`config.mk`:
```
export PLATFORM = sky130hd
export DESIGN_NAME = code_decoder
export DESIGN_NICKNAME = d
export VERILOG_FILES = /design/src/rtl/code_decoder.sv
export SDC_FILE = /design/constraint.sdc
export NUM_CORES = 1
export LEC_CHECK = 0
export ABC_CLOCK_PERIOD_IN_PS = 3000
export CAP_MARGIN = 20
export CORE_MARGIN = 2
export CORE_UTILIZATION = 41
export DETAILED_ROUTE_END_ITERATION = 6
export PLACE_DENSITY = 0.74
export SLEW_MARGIN = 20
export SYNTH_ARGS = -nofsm -noshare
export SYNTH_HDL_FRONTEND = slang
export SYNTH_SLANG_ARGS = --single-unit
```
`constraint.sdc`:
```
create_clock -name clk -period 3 [get_ports clk]
set_input_delay 0.6 -clock clk [delete_from_list [all_inputs] [get_ports clk]]
set_output_delay 0.6 -clock clk [all_outputs]
set_load 0.1 [all_outputs]
```
`src/rtl/code_decoder.sv`:
```
// Decodes a 7-bit code word (Gray or one-hot-offset, chosen by USE_GREY) into a 3-bit value.
// Single-stage valid/ready output register with a saturating illegal-word counter.
module code_decoder #(
    parameter int USE_GREY = 1
) (
    input  logic       clk,
    input  logic       rst_n,
    input  logic       in_valid,
    input  logic [6:0] in_code,
    output logic       in_ready,
    output logic       out_valid,
    input  logic       out_ready,
    output logic [2:0] out_data,
    output logic       out_err,
    input  logic       err_clr,
    output logic [7:0] err_count
);

    // Result packing for both decoders: {err, data[2:0]}.
    function automatic logic [3:0] gray_decode(input logic [6:0] c);
        return {(c[6:3] != 4'd0), c[2], c[2] ^ c[1], c[2] ^ c[1] ^ c[0]};
    endfunction

    function automatic logic [3:0] onehot_decode(input logic [6:0] c);
        logic [2:0] cnt;
        logic [2:0] pos;
        cnt = 3'd0;
        pos = 3'd0;
        for (int k = 0; k < 7; k++) begin
            if (c[k]) begin
                cnt = cnt + 3'd1;
                pos = 3'(k + 1);
            end else begin
                cnt = cnt;
            end
        end
        if (cnt == 3'd0) begin
            return 4'b0000;
        end else if (cnt == 3'd1) begin
            return {1'b0, pos};
        end else begin
            return 4'b1000;
        end
    endfunction

    logic [3:0] w_dec;
    logic       w_accept;
    logic       r_out_valid;
    logic [2:0] r_out_data;
    logic       r_out_err;
    logic [7:0] r_err_count;

    // Only the selected decoder is elaborated.
    generate
        if (USE_GREY != 0) begin : g_gray
            assign w_dec = gray_decode(in_code);
        end else begin : g_onehot
            assign w_dec = onehot_decode(in_code);
        end
    endgenerate

    // Handshake: ready whenever the output register is empty or being drained.
    always_comb begin
        in_ready = !r_out_valid || out_ready;
        w_accept = in_valid && in_ready;
    end

    // Output register: load on accept, clear on drain, otherwise hold.
    always_ff @(posedge clk or negedge rst_n) begin
        if (!rst_n) begin
            r_out_valid <= 1'b0;
            r_out_data  <= 3'd0;
            r_out_err   <= 1'b0;
        end else if (w_accept) begin
            r_out_valid <= 1'b1;
            r_out_data  <= w_dec[2:0];
            r_out_err   <= w_dec[3];
        end else if (out_ready) begin
            r_out_valid <= 1'b0;
        end else begin
            r_out_valid <= r_out_valid;
        end
    end

    // Illegal-word counter: counts at accept time, clear wins, saturates at 255.
    always_ff @(posedge clk or negedge rst_n) begin
        if (!rst_n) begin
            r_err_count <= 8'd0;
        end else if (err_clr) begin
            r_err_count <= 8'd0;
        end else if (w_accept && w_dec[3] && (r_err_count != 8'hFF)) begin
            r_err_count <= r_err_count + 8'd1;
        end else begin
            r_err_count <= r_err_count;
        end
    end

    assign out_valid = r_out_valid;
    assign out_data  = r_out_data;
    assign out_err   = r_out_err;
    assign err_count = r_err_count;

endmodule

```
==> impl_metrics.csv <==
group,metric,value,unit
sta,rsz0062_at_grt,"false",
layout,final_common_cell,"buf_4",
die,die_area,2060,µm²
worst_setup_path,regToRegSetupSlack,1.25,ns
clock_network,cts_root_buf,"clkbuf_4",
worst_setup_path,arrival,1.52,ns
die,start_util,0.450,
worst_hold_path,hold_start,"out_data[0]$_DFFE_PN0P_",
power,swShare,0.397,
global_routing,grt_use_total,0.152,
clock_network,cts_hold_buf,0,
worst_setup_path,required,2.40,ns
worst_setup_path,worst_setup_path_end_kind,"output port",
placement,port_buffers,25,
routing,postRouteAntennaNets,0,
layout,nNetsFinal,104,
synth,synth_area,702,µm²
power,p_per_area,497,nW/µm²
global_routing,grt_pass1_wl,2270,µm
run_status,outcome,"completed",
worst_setup_path,crit_type,"in -> out",
sta,tightestPinTransition,0.655,ns
die,io_pins,26,
worst_setup_path,critPathLaunchType,"primary input",
worst_setup_path,path_buf_inv,2,
worst_hold_path,hold-path-cell-count,2,
synth,yosysWarnings,0,
clock_network,htree_levels,1,
routing,drtPass1Iterations,4,
worst_hold_path,hp-class,"reg -> reg",
power,power.switching,0.184,mW
sta,setup_tns,0,ns
power,p_int,0.280,mW
global_routing,grt_pass1_vias,522,
worst_setup_path,path_depth,3,
routing,drt-wirelength-per-cell,12.8,µm
die,rows,14,
synth,avgSynthCellArea,11.0,µm²
die,die_x,45.4,µm
sta,hold_viol,0,
sta,fin_crit,2.12,ns
worst_setup_path,r2r-start,"err_count[0]$_DFFE_PN0P_",
sta,finalSetupViolations,0,
power,leakage,0.390,nW
sta,slew_viol_final,0,
worst_setup_path,crit_slowest_cell,"clkdlybuf4s50_1",
worst_setup_path,critPathMaxFanout,4,
synth,synthCells,64,
clock_network,clock_latency,0.27,ns
sta,max_freq,472,MHz
synth,ys_seq_elements,13,
placement,hpwl,1020,µm
layout,final_cell_mix,"buf_4, dfrtp_1, clkdlybuf4s50_1, nand2_1, a21oi_1",
global_routing,grt_antenna_before_repair,0,
clock_network,cts.clk_slew.worst_paths,0.08,ns
worst_hold_path,hold_end,"out_data[0]$_DFFE_PN0P_",
global_routing,grt-ovfl-total,0,
synth,synth_nets,77,
clock_network,cts_setup_buffers,0,
clock_network,cts_buffer_depth,2,
clock_network,cts_buffers,3,
flow_run,cap_violations,0,
clock_network,tritoncts,"built",
sta,timing.final.crit_share,0.707,
layout,num_antenna_cells,0,
synth,yosysUniqueCellTypes,33,
power,power_frac_comb,0.351,
worst_setup_path,crit_family,"buffers and inverters",
global_routing,grt_start_max_net_pins,17,
worst_setup_path,cpPeakStageDelay,0.45,ns
placement,gp_congestion,0.784,
die,dieHeight,45.4,µm
worst_setup_path,r2r.worst_path.cells,5,
sta,clock-skew-final,0.00378,ns
layout,utilization,0.599,
worst_setup_path,path_cells,"clkdlybuf4s50_1 > nand2b_2 > buf_4",
layout,area_growth,33.0,%
power,clkPwrFrac,0.231,
synth,seq_area_frac_synth,0.463,
sta,slew-limit-headroom,0.562,
worst_setup_path,r2r_end,"err_count[5]$_DFFE_PN0P_",
routing,vias,587,
clock_network,cts_sinks,13,
layout,drive_above_1_share,0.322,
power,pwr-share-seq,0.418,
routing,viasPerCell,5.54,
die,core-area,1560,µm²
routing,drc_errors,0,
routing,drt_iter0_markers,8,
clock_network,cts_resized,0,
power,peakVddDrop,0.326,mV
routing,drt_wl_total,1360,µm
layout make-up:
class / count / area, µm²
Timing Repair Buffer: 25 / 215
Sequential cell: 13 / 325
Inverter: 2 / 7.51
Fill cell: 137 / 626
Clock buffer: 4 / 26.3
Tap cell: 16 / 20.0
Multi-Input combinational cell: 46 / 339
state kept, by name, indices dropped and copies added (netlist names):
register,count
out_err,1
err_count,8
out_data,3
out_valid,1
how the worst max path moves through the flow:
| stage | startpoint | to | slack [ns] |
|---|---|---|---|
| 6_report | out_ready | in_ready | 0.88 |
| 2_1_floorplan | out_valid$_DFFE_PN0P_ | err_count[5]$_DFFE_PN0P_ | 0.69 |
| 4_1_cts | out_ready | in_ready | 0.88 |
| 3_3_place_gp | in_code[4] | err_count[5]$_DFFE_PN0P_ | 0.76 |
| 5_1_grt | out_ready | in_ready | 0.84 |
| 3_5_place_dp | in_code[4] | err_count[5]$_DFFE_PN0P_ | 0.72 |
cells in the mapped netlist:
cell / instances / area (µm²)
nand2b_1: 1 / 6.26
buf_8: 1 / 15.0
and2_1: 1 / 6.26
or3_1: 1 / 6.26
nand3_1: 2 / 10.0
inv_1: 2 / 7.51
xor2_1: 1 / 8.76
a21oi_1: 4 / 20.0
nand3_4: 1 / 17.5
nand2b_2: 1 / 8.76
o21ai_1: 1 / 5.00
mux2_4: 1 / 15.0
or4_1: 3 / 22.5
nand4_1: 2 / 12.5
ha_1: 1 / 12.5
nor2_1: 2 / 7.51
buf_6: 1 / 11.3
or4_4: 1 / 11.3
xnor2_1: 1 / 8.76
dfrtp_1: 13 / 325
or3_2: 1 / 7.51
a21oi_2: 2 / 17.5
o21ai_0: 1 / 5.00
o311ai_1: 1 / 8.76
o31ai_1: 3 / 22.5
o41ai_1: 2 / 17.5
mux2_2: 2 / 22.5
buf_1: 1 / 3.75
or3b_2: 1 / 8.76
nor4_2: 1 / 12.5
o21ai_2: 1 / 8.76
nand2_1: 6 / 22.5
nor2b_1: 1 / 6.26
metal layers:
metal | GRT usage | wire (µm) | up-vias
met3 | 0.0238 | 45 | 2
met1 | 0.211 | 635 | 275
li1 | - | - | 293
met2 | 0.231 | 659 | 17
met4 | 0.0706 | 14 | 0
met5 | 0 | 0 | -
per-stage QoR:
stage	power, mW	hold slack [ns]	std cells	setup slack [ns]	cell area (µm²)
3_5_place_dp	0.362	0.479	102	0.721	907
3_3_place_gp	0.361	0.470	102	0.764	907
2_1_floorplan	0.319	0.304	64	0.689	702
4_1_cts	0.471	0.499	106	0.879	933
6_report	0.464	0.490	106	0.880	933
5_1_grt	0.489	0.526	106	0.842	933
worst register-to-register path, cell delays in order (launching register included):
cell and delay, ns:
dfrtp_1 0.42, ha_1 0.21, nand3_1 0.08, nor2_1 0.51
nor4_2 0.11, mux2_4 0.31
logic make-up after synthesis:
family / synth area share
flops: 0.463
buf+inv: 0.0535
simple gates: 0.237
xor+xnor: 0.0250
mux: 0.0535
fa+ha+maj: 0.0178
compound gates: 0.150
power groups by stage:
stage / clock (mW) / sequential, mW / combinational [mW]
4_1_cts: 0.112 / 0.194 / 0.164
2_1_floorplan: 0 / 0.283 / 0.0359
3_3_place_gp: 0 / 0.198 / 0.163
5_1_grt: 0.122 / 0.196 / 0.171
6_report: 0.107 / 0.194 / 0.163
3_5_place_dp: 0 / 0.198 / 0.164
No activity file was read; power rests on OpenSTA's default activity.
